`src/rtl/mem_burst_reader_if.sv`:
```
// Bundles the request, memory-read and output-stream signals of the burst reader.
// The reader takes the master view; the environment driving it takes the slave view.
interface mem_burst_reader_if #(
  parameter int ADDR_W = 4,
  parameter int DATA_W = 8
);
  logic              REQ_VALID;
  logic              REQ_READY;
  logic [ADDR_W-1:0] REQ_ADDR;
  logic [ADDR_W-1:0] REQ_LEN;
  logic              MEM_RE;
  logic [ADDR_W-1:0] MEM_ADDR;
  logic [DATA_W-1:0] MEM_RDATA;
  logic              OUT_VALID;
  logic              OUT_READY;
  logic [DATA_W-1:0] OUT_DATA;
  logic              OUT_LAST;
  logic              BUSY;

  modport master (
    input  REQ_VALID, REQ_ADDR, REQ_LEN, MEM_RDATA, OUT_READY,
    output REQ_READY, MEM_RE, MEM_ADDR, OUT_VALID, OUT_DATA, OUT_LAST, BUSY
  );

  modport slave (
    output REQ_VALID, REQ_ADDR, REQ_LEN, MEM_RDATA, OUT_READY,
    input  REQ_READY, MEM_RE, MEM_ADDR, OUT_VALID, OUT_DATA, OUT_LAST, BUSY
  );
endinterface

```
`src/rtl/mem_burst_reader.sv`:
```
// Streams a burst of words out of a 1-cycle-latency synchronous memory onto a
// VALID/READY stream, using a 2-entry FIFO and read credits so no data is dropped.
module mem_burst_reader #(
  parameter int ADDR_W = 4,
  parameter int DATA_W = 8
) (
  input  logic                CLK,
  input  logic                RST,
  mem_burst_reader_if.master  bus
);
  localparam int CNT_W = ADDR_W + 1;

  typedef enum logic [1:0] {IDLE, READ, DRAIN} state_e;

  state_e            state_q, state_d;
  logic [ADDR_W-1:0] addr_q, addr_d;
  logic [ADDR_W-1:0] mem_addr_q, mem_addr_d;
  logic [CNT_W-1:0]  issue_left_q, issue_left_d;
  logic [CNT_W-1:0]  out_left_q, out_left_d;
  logic              inflight_q, inflight_d;
  logic [1:0]        count_q, count_d;
  logic              wr_ptr_q, wr_ptr_d;
  logic              rd_ptr_q, rd_ptr_d;
  logic [DATA_W-1:0] fifo_q [2];

  logic              out_valid, pop, push, mem_re, req_ready, last_word;
  logic [2:0]        credit;
  logic [CNT_W-1:0]  req_words;

  assign out_valid = (count_q != 2'd0) && !RST;
  assign pop       = out_valid && bus.OUT_READY;
  assign push      = inflight_q;
  assign last_word = (out_left_q == CNT_W'(1));
  assign req_words = {1'b0, bus.REQ_LEN} + CNT_W'(1);
  // Words held or already on their way; a slot being popped this cycle is reusable.
  assign credit    = {1'b0, count_q} + {2'b00, inflight_q} - {2'b00, pop};

  // NOTE: every variable gets a default before the case so no latch is inferred.
  always_comb begin
    state_d      = state_q;
    addr_d       = addr_q;
    mem_addr_d   = mem_addr_q;
    issue_left_d = issue_left_q;
    out_left_d   = pop ? out_left_q - CNT_W'(1) : out_left_q;
    inflight_d   = 1'b0;
    count_d      = count_q + {1'b0, push} - {1'b0, pop};
    wr_ptr_d     = push ? ~wr_ptr_q : wr_ptr_q;
    rd_ptr_d     = pop ? ~rd_ptr_q : rd_ptr_q;
    req_ready    = 1'b0;
    mem_re       = 1'b0;

    unique case (state_q)
      IDLE: begin
        req_ready = !RST;
        if (bus.REQ_VALID && !RST) begin
          addr_d       = bus.REQ_ADDR;
          issue_left_d = req_words;
          out_left_d   = req_words;
          state_d      = READ;
        end
      end
      READ: begin
        mem_re = !RST && (credit < 3'd2);
        if (mem_re) begin
          mem_addr_d   = addr_q;
          addr_d       = addr_q + ADDR_W'(1);
          issue_left_d = issue_left_q - CNT_W'(1);
          inflight_d   = 1'b1;
          if (issue_left_q == CNT_W'(1)) state_d = DRAIN;
        end
      end
      DRAIN: begin
        if (pop && last_word) state_d = IDLE;
      end
      default: state_d = IDLE;
    endcase
  end

  // NOTE: sequential state uses non-blocking assignments so all registers update together.
  always_ff @(posedge CLK) begin
    if (RST) begin
      state_q      <= IDLE;
      addr_q       <= '0;
      mem_addr_q   <= '0;
      issue_left_q <= '0;
      out_left_q   <= '0;
      inflight_q   <= 1'b0;
      count_q      <= 2'd0;
      wr_ptr_q     <= 1'b0;
      rd_ptr_q     <= 1'b0;
    end else begin
      assert (!(push && !pop && count_q == 2'd2))
        else $error("mem_burst_reader: output fifo overflow");
      state_q      <= state_d;
      addr_q       <= addr_d;
      mem_addr_q   <= mem_addr_d;
      issue_left_q <= issue_left_d;
      out_left_q   <= out_left_d;
      inflight_q   <= inflight_d;
      count_q      <= count_d;
      wr_ptr_q     <= wr_ptr_d;
      rd_ptr_q     <= rd_ptr_d;
    end
  end

  // NOTE: FIFO storage is not reset; the count and the output gating hide stale entries.
  always_ff @(posedge CLK) begin
    if (push && !RST) fifo_q[wr_ptr_q] <= bus.MEM_RDATA;
  end

  assign bus.REQ_READY = req_ready;
  assign bus.MEM_RE    = mem_re;
  assign bus.MEM_ADDR  = RST ? '0 : (mem_re ? addr_q : mem_addr_q);
  assign bus.OUT_VALID = out_valid;
  assign bus.OUT_DATA  = out_valid ? fifo_q[rd_ptr_q] : '0;
  assign bus.OUT_LAST  = out_valid && last_word;
  assign bus.BUSY      = (state_q != IDLE) && !RST;
endmodule

```
`src/flat_wrapper.sv`:
```
// flat-port wrapper written by rule: the top's interface ports become plain ports
module mem_burst_reader_flat 
#(
  parameter int ADDR_W = 4,
  parameter int DATA_W = 8
)
  (CLK, RST, bus_REQ_VALID, bus_REQ_ADDR, bus_REQ_LEN, bus_MEM_RDATA, bus_OUT_READY, bus_REQ_READY, bus_MEM_RE, bus_MEM_ADDR, bus_OUT_VALID, bus_OUT_DATA, bus_OUT_LAST, bus_BUSY);
  mem_burst_reader_if #(.ADDR_W(ADDR_W), .DATA_W(DATA_W)) bus_i ();
  input  logic CLK;
  input  logic RST;
  input wire logic [$bits(bus_i.REQ_VALID)-1:0] bus_REQ_VALID;
  input wire logic [$bits(bus_i.REQ_ADDR)-1:0] bus_REQ_ADDR;
  input wire logic [$bits(bus_i.REQ_LEN)-1:0] bus_REQ_LEN;
  input wire logic [$bits(bus_i.MEM_RDATA)-1:0] bus_MEM_RDATA;
  input wire logic [$bits(bus_i.OUT_READY)-1:0] bus_OUT_READY;
  output wire logic [$bits(bus_i.REQ_READY)-1:0] bus_REQ_READY;
  output wire logic [$bits(bus_i.MEM_RE)-1:0] bus_MEM_RE;
  output wire logic [$bits(bus_i.MEM_ADDR)-1:0] bus_MEM_ADDR;
  output wire logic [$bits(bus_i.OUT_VALID)-1:0] bus_OUT_VALID;
  output wire logic [$bits(bus_i.OUT_DATA)-1:0] bus_OUT_DATA;
  output wire logic [$bits(bus_i.OUT_LAST)-1:0] bus_OUT_LAST;
  output wire logic [$bits(bus_i.BUSY)-1:0] bus_BUSY;
  assign bus_i.REQ_VALID = bus_REQ_VALID;
  assign bus_i.REQ_ADDR = bus_REQ_ADDR;
  assign bus_i.REQ_LEN = bus_REQ_LEN;
  assign bus_i.MEM_RDATA = bus_MEM_RDATA;
  assign bus_i.OUT_READY = bus_OUT_READY;
  assign bus_REQ_READY = bus_i.REQ_READY;
  assign bus_MEM_RE = bus_i.MEM_RE;
  assign bus_MEM_ADDR = bus_i.MEM_ADDR;
  assign bus_OUT_VALID = bus_i.OUT_VALID;
  assign bus_OUT_DATA = bus_i.OUT_DATA;
  assign bus_OUT_LAST = bus_i.OUT_LAST;
  assign bus_BUSY = bus_i.BUSY;
  mem_burst_reader #(.ADDR_W(ADDR_W), .DATA_W(DATA_W)) u_core (.CLK(CLK), .RST(RST), .bus(bus_i));
endmodule
```
`config.mk`:
```
export PLATFORM = sky130hd
export DESIGN_NAME = mem_burst_reader_flat
export DESIGN_NICKNAME = d
export VERILOG_FILES = /design/src/rtl/mem_burst_reader_if.sv /design/src/rtl/mem_burst_reader.sv /design/src/flat_wrapper.sv
export SDC_FILE = /design/constraint.sdc
export NUM_CORES = 1
export LEC_CHECK = 0
export ABC_AREA = 1
export BUFFER_PORTS_ARGS = -buffer_cell sky130_fd_sc_hd__buf_2
export CORE_MARGIN = 1.5
export CORE_UTILIZATION = 27
export CTS_CLUSTER_SIZE = 30
export DETAILED_ROUTE_END_ITERATION = 7
export SLEW_MARGIN = 5
export SYNTH_ARGS = -nofsm -noshare
export SYNTH_HDL_FRONTEND = slang
export SYNTH_SLANG_ARGS = --single-unit
export TNS_END_PERCENT = 100
```
`constraint.sdc`:
```
create_clock -name CLK -period 3.5 [get_ports CLK]
set_clock_uncertainty 0.1 [all_clocks]
set_input_delay 0.7 -clock CLK [delete_from_list [all_inputs] [get_ports CLK]]
set_output_delay 0.7 -clock CLK [all_outputs]
set_load 0.01 [all_outputs]
```
==> results_dict.tcl <==
set metrics [dict create \
    endpoint_kind "primary output" \
    slowest_delay_ps 510 \
    cts.sinks 42 \
    final_cell_mix "nand2_1 (76), nor2_1 (36), buf_2 (36)" \
    setup_viol 0 \
    crit_type "input port to primary output" \
    internal_power_mw 1.06 \
    synthMuxAreaShare_pct 3.89 \
    drv_slew 0 \
    endpoint "bus_MEM_ADDR[1]" \
    ys_ff_latch 42 \
    switching_share_pct 34.1 \
    p_per_area_nw_per_um2 568 \
    initial_core_util_pct 28.0 \
    r2r-end "u_core.issue_left_q[2]" \
    syn_inst 289 \
    required_ps 2700 \
    clock.fmax_mhz 290 \
    worstPathCellList "buf_6, nor2_8, nand2_4, xor2_1, ha_2, inv_2, fa_1, inv_2, nor2_8, nand3_4, nor2_4, buf_6, o21ai_2, a21oi_2, buf_2" \
    synth_top_family_by_area "simple AND/OR/NAND/NOR gates" \
    htree_levels 2 \
    cts_buffers 5 \
    dp_slack_ps -22.3 \
    drt_iter0_drc 66 \
    crit_slowest_cell "fa_1" \
    tightest_slew_ps 654 \
    p_seq_share_pct 38.7 \
    synth_compound_area_share_pct 5.51 \
    tns_ps 0 \
    synth_xor_area_share_pct 2.27 \
    cts_tree "yes" \
    fin_ws_ps 49.9 \
    cts_buffer_depth 2 \
    r2r_cells 16 \
    cp-startpoint "RST" \
    drive_above_1_share_pct 27.4 \
    grt_max_degree 17 \
    diodes 0 \
    clkPwrFrac_pct 24.4 \
    fp-row-count 33 \
    crit_family "adder cells" \
    maxCapViolCount 0 \
    wirelength_um 4870 \
    holdBufCountCts 0 \
    drt_pass1_iterations 4 \
    die_h_um 95.6 \
    yosysWarnings 0 \
    power.switching_mw 0.550 \
    utilization_pct 34.4 \
    slew_headroom_pct 56.3 \
    cp.arrival_ps 2650 \
    grt_pass1_vias 1836 \
    die-area_um2 9140 \
    ios 37 \
    cts_root_buf "clkbuf_8" \
    port_buffers 36 \
    vias_per_cell 4.40 \
    power_mw 1.61 \
    routedWlPerCell_um 11.0 \
    avgSynthCellArea_um2 8.01 \
    path_buf_inv 5 \
    rsz0062_at_grt "true" \
    ir_worst_vdd_mv 0.230 \
    antenna_found_initial 0 \
    place_congestion 0.806 \
    dieWidth_um 95.6 \
    coreArea_um2 8260 \
    ant_nets 0 \
    r2r_slack_ps 800 \
    cp-start-kind "input port" \
    hold_viol_final 0 \
    critPathMaxFanout 5 \
    finalNetCount 366 \
    grt_usage_pct 11.1 \
    drc_errors 0 \
    area_delta_synth_final_pct 22.6 \
    synth_cell_type_count 35 \
    synth_seq_area_share_pct 43.2 \
    synth_fa_ha_area_share_pct 4.65 \
    reg2reg_from "u_core.count_q[0]" \
    grt_pass1_wl_um 8070 \
    layout_commonest_cell "nand2_1" \
    clock_latency_ps 280 \
    hp-class "register to register" \
    crit_cells 15 \
    path_clk_slew_ps 80 \
    finalCriticalPeriod_ps 3450 \
    pwr-share-comb_pct 36.8 \
    grt_overflow_total 0 \
    whs_ps 371 \
    outcome "finished, final reports clean" \
    synth_area_um2 2310 \
    dp_hpwl_um 3550 \
    finalCritPeriodShare_pct 98.6 \
    leakagePower_nw 1.37 \
    num_vias 1953 \
    synthSimpleGateAreaFrac_pct 31.2 \
    synth_nets 317 \
]
## tightest hold or removal path, stage by stage (launching register included)
cell	delay (ps)
dfxtp_1	320
nor2_1	50
nor2_1	70
## stage by stage
| step | cells | instance area [um^2] |
|---|---|---|
| final | 444 | 2840 |
| after global routing | 444 | 2840 |
| after CTS | 439 | 2770 |
| after detailed placement | 430 | 2640 |
| after global placement | 430 | 2640 |
| after floorplan | 289 | 2320 |
## synthesized netlist by cell type
| cell type | number | share of area, % |
|---|---|---|
| nand3_1 | 21 | 4.5 |
| inv_2 | 5 | 0.81 |
| nor2_8 | 2 | 1.7 |
| or2_0 | 1 | 0.27 |
| fa_1 | 1 | 0.86 |
| nor3_1 | 1 | 0.22 |
| nor2_1 | 37 | 6.0 |
| xnor2_1 | 3 | 1.1 |
| nand4_1 | 2 | 0.54 |
| dfxtp_1 | 26 | 22 |
| inv_4 | 1 | 0.27 |
| o21ai_0 | 4 | 0.86 |
| o31ai_1 | 1 | 0.32 |
| nand2_4 | 2 | 0.97 |
| o211ai_1 | 1 | 0.32 |
| buf_4 | 1 | 0.32 |
| xor2_1 | 3 | 1.1 |
| nand2_1 | 76 | 12 |
| buf_1 | 1 | 0.16 |
| o21ai_2 | 2 | 0.76 |
| nor2_2 | 3 | 0.81 |
| mux2_2 | 8 | 3.9 |
| nand3b_1 | 3 | 0.97 |
| nand4_4 | 1 | 0.92 |
| nor4_1 | 1 | 0.27 |
| a21oi_1 | 12 | 2.6 |
| nand3_2 | 1 | 0.43 |
| ha_1 | 7 | 3.8 |
| edfxtp_1 | 16 | 21 |
| buf_2 | 3 | 0.65 |
| inv_1 | 34 | 5.5 |
| nor2_4 | 2 | 0.97 |
| o21ai_1 | 3 | 0.65 |
| buf_6 | 3 | 1.5 |
| nand2_2 | 1 | 0.27 |
## state kept, by name, summed over array words and instances, names as in the netlist, named ones only
name / count
u_core.fifo_q: 16
u_core.issue_left_q: 5
u_core.rd_ptr_q: 1
u_core.wr_ptr_q: 1
u_core.out_left_q: 5
u_core.addr_q: 4
u_core.state_q: 2
u_core.mem_addr_q: 4
u_core.count_q: 2
u_core.inflight_q: 1
## power groups by stage
stage / registers (mW) / clock network [mW] / logic [mW]
floorplan: 0.616 / 0 / 0.412
global placement: 0.631 / 0 / 0.529
detailed placement: 0.631 / 0 / 0.539
CTS: 0.624 / 0.411 / 0.554
global route: 0.632 / 0.431 / 0.672
finish: 0.624 / 0.394 / 0.594
## logic make-up (layout without fill, tap and decap cells)
group	count (synthesis)	count (layout)
buffers and inverters	48	98
muxes	8	8
adders and majority gates	8	8
DFF	42	42
AOI/OAI and AO/OA	23	23
xor gates and xnor gates	6	6
and+or+nand+nor	154	154
## worst min-delay path by stage
stage	startpoint	endpoint	slack (ps)	cells past startpoint
after CTS	u_core.mem_addr_q[0]	u_core.mem_addr_q[0]	380	2
after detailed placement	u_core.mem_addr_q[0]	u_core.mem_addr_q[0]	360	2
final	u_core.mem_addr_q[0]	u_core.mem_addr_q[0]	370	2
after floorplan	u_core.mem_addr_q[0]	u_core.mem_addr_q[0]	340	2
after global routing	u_core.mem_addr_q[0]	u_core.mem_addr_q[0]	390	2
after global placement	u_core.wr_ptr_q	u_core.wr_ptr_q	350	2
## per-layer routing
| layer | track usage, % | vias up | share of wire, % |
|---|---|---|---|
| met3 | 2.71 | 2 | 5.9 |
| li1 | - | 1011 | - |
| met2 | 19.7 | 55 | 47 |
| met5 | 0 | - | 0 |
| met1 | 13.5 | 885 | 46 |
| met4 | 2.21 | 0 | 0.47 |
## timing repair
item                       4_1_cts  5_1_grt
setup endpoints to repair        4        4
resized for setup                4        8
gates cloned                     1        0
pin swaps                        2        2
setup buffers                    0        5
## area by class of cell
type / instances / area [um^2]
sequential: 42 / 1010
multi-input combinational: 199 / 1140
fill: 894 / 5420
inverter: 40 / 153
tap: 105 / 131
clock inverter: 1 / 30.0
clock buffer: 7 / 86.3
timing repair buffer: 50 / 293
(Power assumes the default switching activity.)
